File: src/rtl/truth_table_scanner.sv
// Sweeps all 16 {a,b,c,d} vectors into a 4-input combinational block, captures f after a
// programmable settle delay, and scores the captured truth table against a golden pattern.
module truth_table_scanner #(
  parameter int unsigned SETTLE = 1
) (
  input  logic        clk,
  input  logic        rst_n,
  input  logic        start,
  input  logic [15:0] expected,
  input  logic        f_in,
  output logic        a,
  output logic        b,
  output logic        c,
  output logic        d,
  output logic        busy,
  output logic        done,
  output logic [15:0] table_out,
  output logic [4:0]  ones_count,
  output logic [4:0]  mismatch_count,
  output logic        match
);

  localparam logic [3:0] SettleLast = 4'(SETTLE - 1);

  typedef enum logic [1:0] {IDLE, DRIVE, SAMPLE, DONE} state_e;

  state_e      state_q;
  logic [3:0]  idx_q;
  logic [3:0]  settle_q;
  logic [3:0]  vec_q;
  logic        busy_q;
  logic        done_q;
  logic        match_q;
  logic [15:0] tableOut_q;
  logic [15:0] tableOut_d;
  logic [4:0]  onesCount_q;
  logic [4:0]  onesCount_d;
  logic [4:0]  mismCount_q;
  logic [4:0]  mismCount_d;

  // Result registers as they look once the bit at the current index is folded in.
  always_comb begin
    tableOut_d        = tableOut_q;
    tableOut_d[idx_q] = f_in;
    onesCount_d       = onesCount_q + {4'd0, f_in};
    mismCount_d       = mismCount_q + {4'd0, f_in ^ expected[idx_q]};
  end

  always_ff @(posedge clk or negedge rst_n) begin
    if (!rst_n) begin
      state_q     <= IDLE;
      idx_q       <= 4'd0;
      settle_q    <= 4'd0;
      vec_q       <= 4'd0;
      busy_q      <= 1'b0;
      done_q      <= 1'b0;
      match_q     <= 1'b0;
      tableOut_q  <= 16'd0;
      onesCount_q <= 5'd0;
      mismCount_q <= 5'd0;
    end else begin
      done_q <= 1'b0;
      case (state_q)
        IDLE: begin
          if (start) begin
            state_q     <= DRIVE;
            idx_q       <= 4'd0;
            settle_q    <= 4'd0;
            vec_q       <= 4'd0;
            busy_q      <= 1'b1;
            match_q     <= 1'b0;
            tableOut_q  <= 16'd0;
            onesCount_q <= 5'd0;
            mismCount_q <= 5'd0;
          end
        end
        DRIVE: begin
          if (settle_q == SettleLast) begin
            state_q  <= SAMPLE;
            settle_q <= 4'd0;
          end else begin
            settle_q <= settle_q + 4'd1;
          end
        end
        SAMPLE: begin
          tableOut_q  <= tableOut_d;
          onesCount_q <= onesCount_d;
          mismCount_q <= mismCount_d;
          if (idx_q == 4'd15) begin
            // match is computed from the final count so it is valid in the DONE cycle.
            state_q <= DONE;
            busy_q  <= 1'b0;
            done_q  <= 1'b1;
            match_q <= (mismCount_d == 5'd0);
          end else begin
            state_q  <= DRIVE;
            idx_q    <= idx_q + 4'd1;
            vec_q    <= idx_q + 4'd1;
            settle_q <= 4'd0;
          end
        end
        DONE: begin
          state_q <= IDLE;
        end
        default: begin
          state_q <= IDLE;
        end
      endcase
    end
  end

  assign a              = vec_q[3];
  assign b              = vec_q[2];
  assign c              = vec_q[1];
  assign d              = vec_q[0];
  assign busy           = busy_q;
  assign done           = done_q;
  assign table_out      = tableOut_q;
  assign ones_count     = onesCount_q;
  assign mismatch_count = mismCount_q;
  assign match          = match_q;

endmodule

File: config.mk
export PLATFORM = sky130hd
export DESIGN_NAME = truth_table_scanner
export DESIGN_NICKNAME = d
export VERILOG_FILES = /design/src/rtl/truth_table_scanner.sv
export SDC_FILE = /design/constraint.sdc
export NUM_CORES = 1
export LEC_CHECK = 0
export BUFFER_PORTS_ARGS = -buffer_cell sky130_fd_sc_hd__buf_2
export CELL_PAD_IN_SITES_DETAIL_PLACEMENT = 1
export CELL_PAD_IN_SITES_GLOBAL_PLACEMENT = 1
export CORE_AREA = 2 2 86 88
export DETAILED_ROUTE_END_ITERATION = 10
export DIE_AREA = 0 0 88 90
export PLACE_DENSITY = 0.64
export RECOVER_POWER = 100
export SYNTH_ARGS = -nofsm -noshare
export SYNTH_HDL_FRONTEND = slang
export SYNTH_SLANG_ARGS = --single-unit
File: constraint.sdc
create_clock -name clk -period 3.15 [get_ports clk]
set_input_delay 0.4725 -clock clk [delete_from_list [all_inputs] [get_ports clk]]
set_output_delay 0.4725 -clock clk [all_outputs]
set_load 0.05 [all_outputs]
==> results.md <==
* Status: finished, violations left
* Failing checks: capacitance limit, slew limit
* FF+latch count, synth at 39
* Hold Path Depth at 2
* Post_cts resized at 0
* Total power at 1.787 mW
* Worst skew pair latency at between 0.2 and 0.3 ns
* Final cell count without fillers at 358
* Gpl congestion at 0.7798
* Die footprint at 7920 um^2
* Hold Startpoint: busy
* Worst r2r src: vec_q[1]
* Core Box Area at 7020 um^2
* YS warnings at 0
* DR pass1 iterations at 4
* Routed length per instance at 16.15 um
* Die H at 90 um
* Multi-input logic area at 1008 um^2
* Fin nets at around 290
* Slew Viols, Final at 40
* Layout cells sized above 1 at 12.36%
* Row Count at 31
* Post-route antenna net violation count at 0
* RSZ-0062 raised after global routing: no
* Type of destination of the critical path: flop
* Syn Std Cell Area at 2062 um^2
* Clk_skew at 0.003258 ns
* Syn Inst Count at 206
* First-pass GRT wire length at 9.584 mm
* Clock net sink count at 39
* CTS buffer count at 5
* Final setup TNS at 0 ns
* Max stage delay on crit path at 0.62 ns
* Dominant synthesized flop cell: dfrtp_1
* Critical path launch point type: flop
* Crit path max-delay cell type: mux4_1
* Pwr per Cell Area at 721.0 nW/um^2
* GRT Util Overall at 15.47%
* Total of max-cap violations at 1
* CP cell instances: mux4_1 > mux4_2 > xor2_1 > ha_1 > ha_1 > nor3_1 > o21ai_0 > o21ai_0
* Async S/R FF share, synth at 100.0%
* WP data required at between 3 and 4 ns
* Hold Path Class: reg -> reg
* Delay-heaviest family, CP: multiplexers
* Initial antenna violation count at 0
* Mapped Nets at 236
* # DRC at 0
* Routed vias at 1,841
* FF/Latch Area at 975.9 um^2
* Setup bufs post-CTS at 0
* Num ports at 53
* Highest Clock Rate at between 0.3 and 0.4 GHz
* HPWL after DPL at 4.167 mm
* Minimum clock period at between 2 and 3 ns
* Worst Hold Path EP: busy
* Leak Pwr at approximately 1.1 nW
* First DRT Iteration DRCs at 102
* Gr ovfl total at 0
* Vias in the first global route at 1,906
* Final wirelength at 5.781 mm
* # H-tree levels at 2
* Placed Cells at 350
* Reg2reg path depth at 8
* Clock Tree Buf Depth at 2
* VDD IR-drop max at 0.0002120 V
* Final number of setup-violating endpoints at 0
* Number of fillers in the final layout at 848
* CP arrival at 3.12 ns
* Via density at 5.142
* R2r setup slk at ~0.25 ns
* Hold_buf cts at 0
* Worst Tran Pin Value at 2.146 ns
* Ant. Diodes at 0
* Distinct cells, synth at 34
* Critical path type: reg -> reg
* Slew margin rel. at -43.04%
* Tcrit/Tclk final at 92.16%
* EDFF count, synth at 0
* CTS tree: yes
* Starting density of the core at 29.37%
* Buffers on Ports at 52
* Largest net degree at the start of global routing at 40
* Crit path max fanout at 10
* Synthesis-to-finish area growth at 20.21%
* Endpoints failing hold at 0
* Sequential area share after synthesis at 47.33%
* Die Wd at between 80 and 90 um
* Worst r2r dst: match
* CP bufs+invs at 0
* Clock tree root driver cell: clkbuf_8
* Avg Cell Area, Syn at 10.01 um^2
* Clk slew on worst S/H paths at around 0.080 ns
-- metrics by stage --
step | setup slack (ns) | hold slack, ns | instance area, um^2 | utilization [%]
finish | 0.2471 | 0.4877 | 2479 | 35.31
global route | 0.04099 | 0.5244 | 2479 | 35.31
CTS | 0.2078 | 0.3378 | 2527 | 36.00
detailed placement | 0.2305 | 0.4686 | 2427 | 34.57
global placement | 0.3838 | 0.4699 | 2427 | 34.57
floorplan | 0.1942 | 0.1769 | 2062 | -
-- placed cells by master, fill, tap and decap left out, types with 2 or more instances in the layout --
cell type	n
ha_1	10
o21ai_0	13
clkbuf_1	36
nand2_1	34
a21oi_1	5
a22o_1	5
xor2_1	3
buf_4	3
mux4_1	3
buf_2	18
inv_1	7
nor2_1	7
clkbuf_8	7
nand3_1	12
and2_1	2
nor3_1	2
dfrtp_1	39
nand2b_1	5
nand4_1	17
o311ai_0	4
mux4_2	2
o211ai_1	10
nor2b_1	4
-- worst reg2reg max path, stage by stage (launching register included) --
cell	delay [ns]
dfrtp_1	0.57
mux4_1	0.62
mux4_2	0.49
xor2_1	0.17
ha_1	0.23
ha_1	0.30
nor3_1	0.19
o21ai_0	0.10
o21ai_0	0.15
-- state kept, by name, indices dropped and copies added (netlist names) --
| signal | count |
|---|---|
| mismatch_count | 5 |
| table_out | 16 |
| vec_q | 4 |
| busy | 1 |
| match | 1 |
| ones_count | 5 |
| done | 1 |
| state_q | 2 |
| settle_q | 4 |
-- cells by family (layout without fill, tap and decap cells) --
kind of cell	count (synthesis)	count (layout)	synth area share, %
buffers and inverters	18	71	3.762
AOI/OAI and AO/OA	43	43	14.14
DFF	39	39	47.33
adders and majority gates	10	10	6.068
and+or+nand+nor	86	86	20.39
muxes	7	7	7.039
xor gates and xnor gates	3	3	1.275
-- layer usage --
layer  up-vias  global-route usage [%]  part of all wire [%]
li1        867                       -                     -
met1       921                   20.14                    46
met2        46                   25.44                    48
met3         7                   2.847                   4.0
met4         0                   5.385                   1.5
met5         -                       0                     0
-- cell usage after synthesis, types with 3 or more instances --
library cell | n | area, um^2
dfrtp_1 | 39 | 975.9
nand2_1 | 34 | 127.6
nand4_1 | 17 | 106.4
o21ai_0 | 13 | 65.06
nand3_1 | 12 | 60.06
ha_1 | 10 | 125.1
o211ai_1 | 10 | 75.07
clkbuf_1 | 7 | 26.28
inv_1 | 7 | 26.28
nor2_1 | 7 | 26.28
a21oi_1 | 5 | 25.02
a22o_1 | 5 | 43.79
nand2b_1 | 5 | 31.28
nor2b_1 | 4 | 25.02
o311ai_0 | 4 | 35.03
mux4_1 | 3 | 78.83
xor2_1 | 3 | 26.28
-- report_power, final --
group	leakage [nW]	internal [mW]	total, mW	switching [mW]
clock network	0.0515	0.200	0.378	0.178
logic	0.566	0.206	0.732	0.527
registers	0.531	0.580	0.676	0.0961
total	1.15	0.986	1.79	0.801
-- worst max-delay path by stage --
stage | startpoint | slack [ns] | depth (start not counted) | end
2_1_floorplan | vec_q[1] | 0.19 | 9 | match
3_3_place_gp | vec_q[1] | 0.38 | 8 | match
3_5_place_dp | vec_q[1] | 0.23 | 8 | match
4_1_cts | vec_q[1] | 0.21 | 8 | match
5_1_grt | vec_q[1] | 0.04 | 8 | match
6_report | vec_q[1] | 0.25 | 8 | match
-- layout make-up --
type / count / area share [%]
clock buffers: 8 / 4.038
inverters: 7 / 1.060
multi-input cells: 149 / 40.69
flip-flops and latches: 39 / 39.37
well taps: 99 / 4.997
repair buffers: 56 / 9.844
Note: power is estimated with default switching activity, not from simulation.
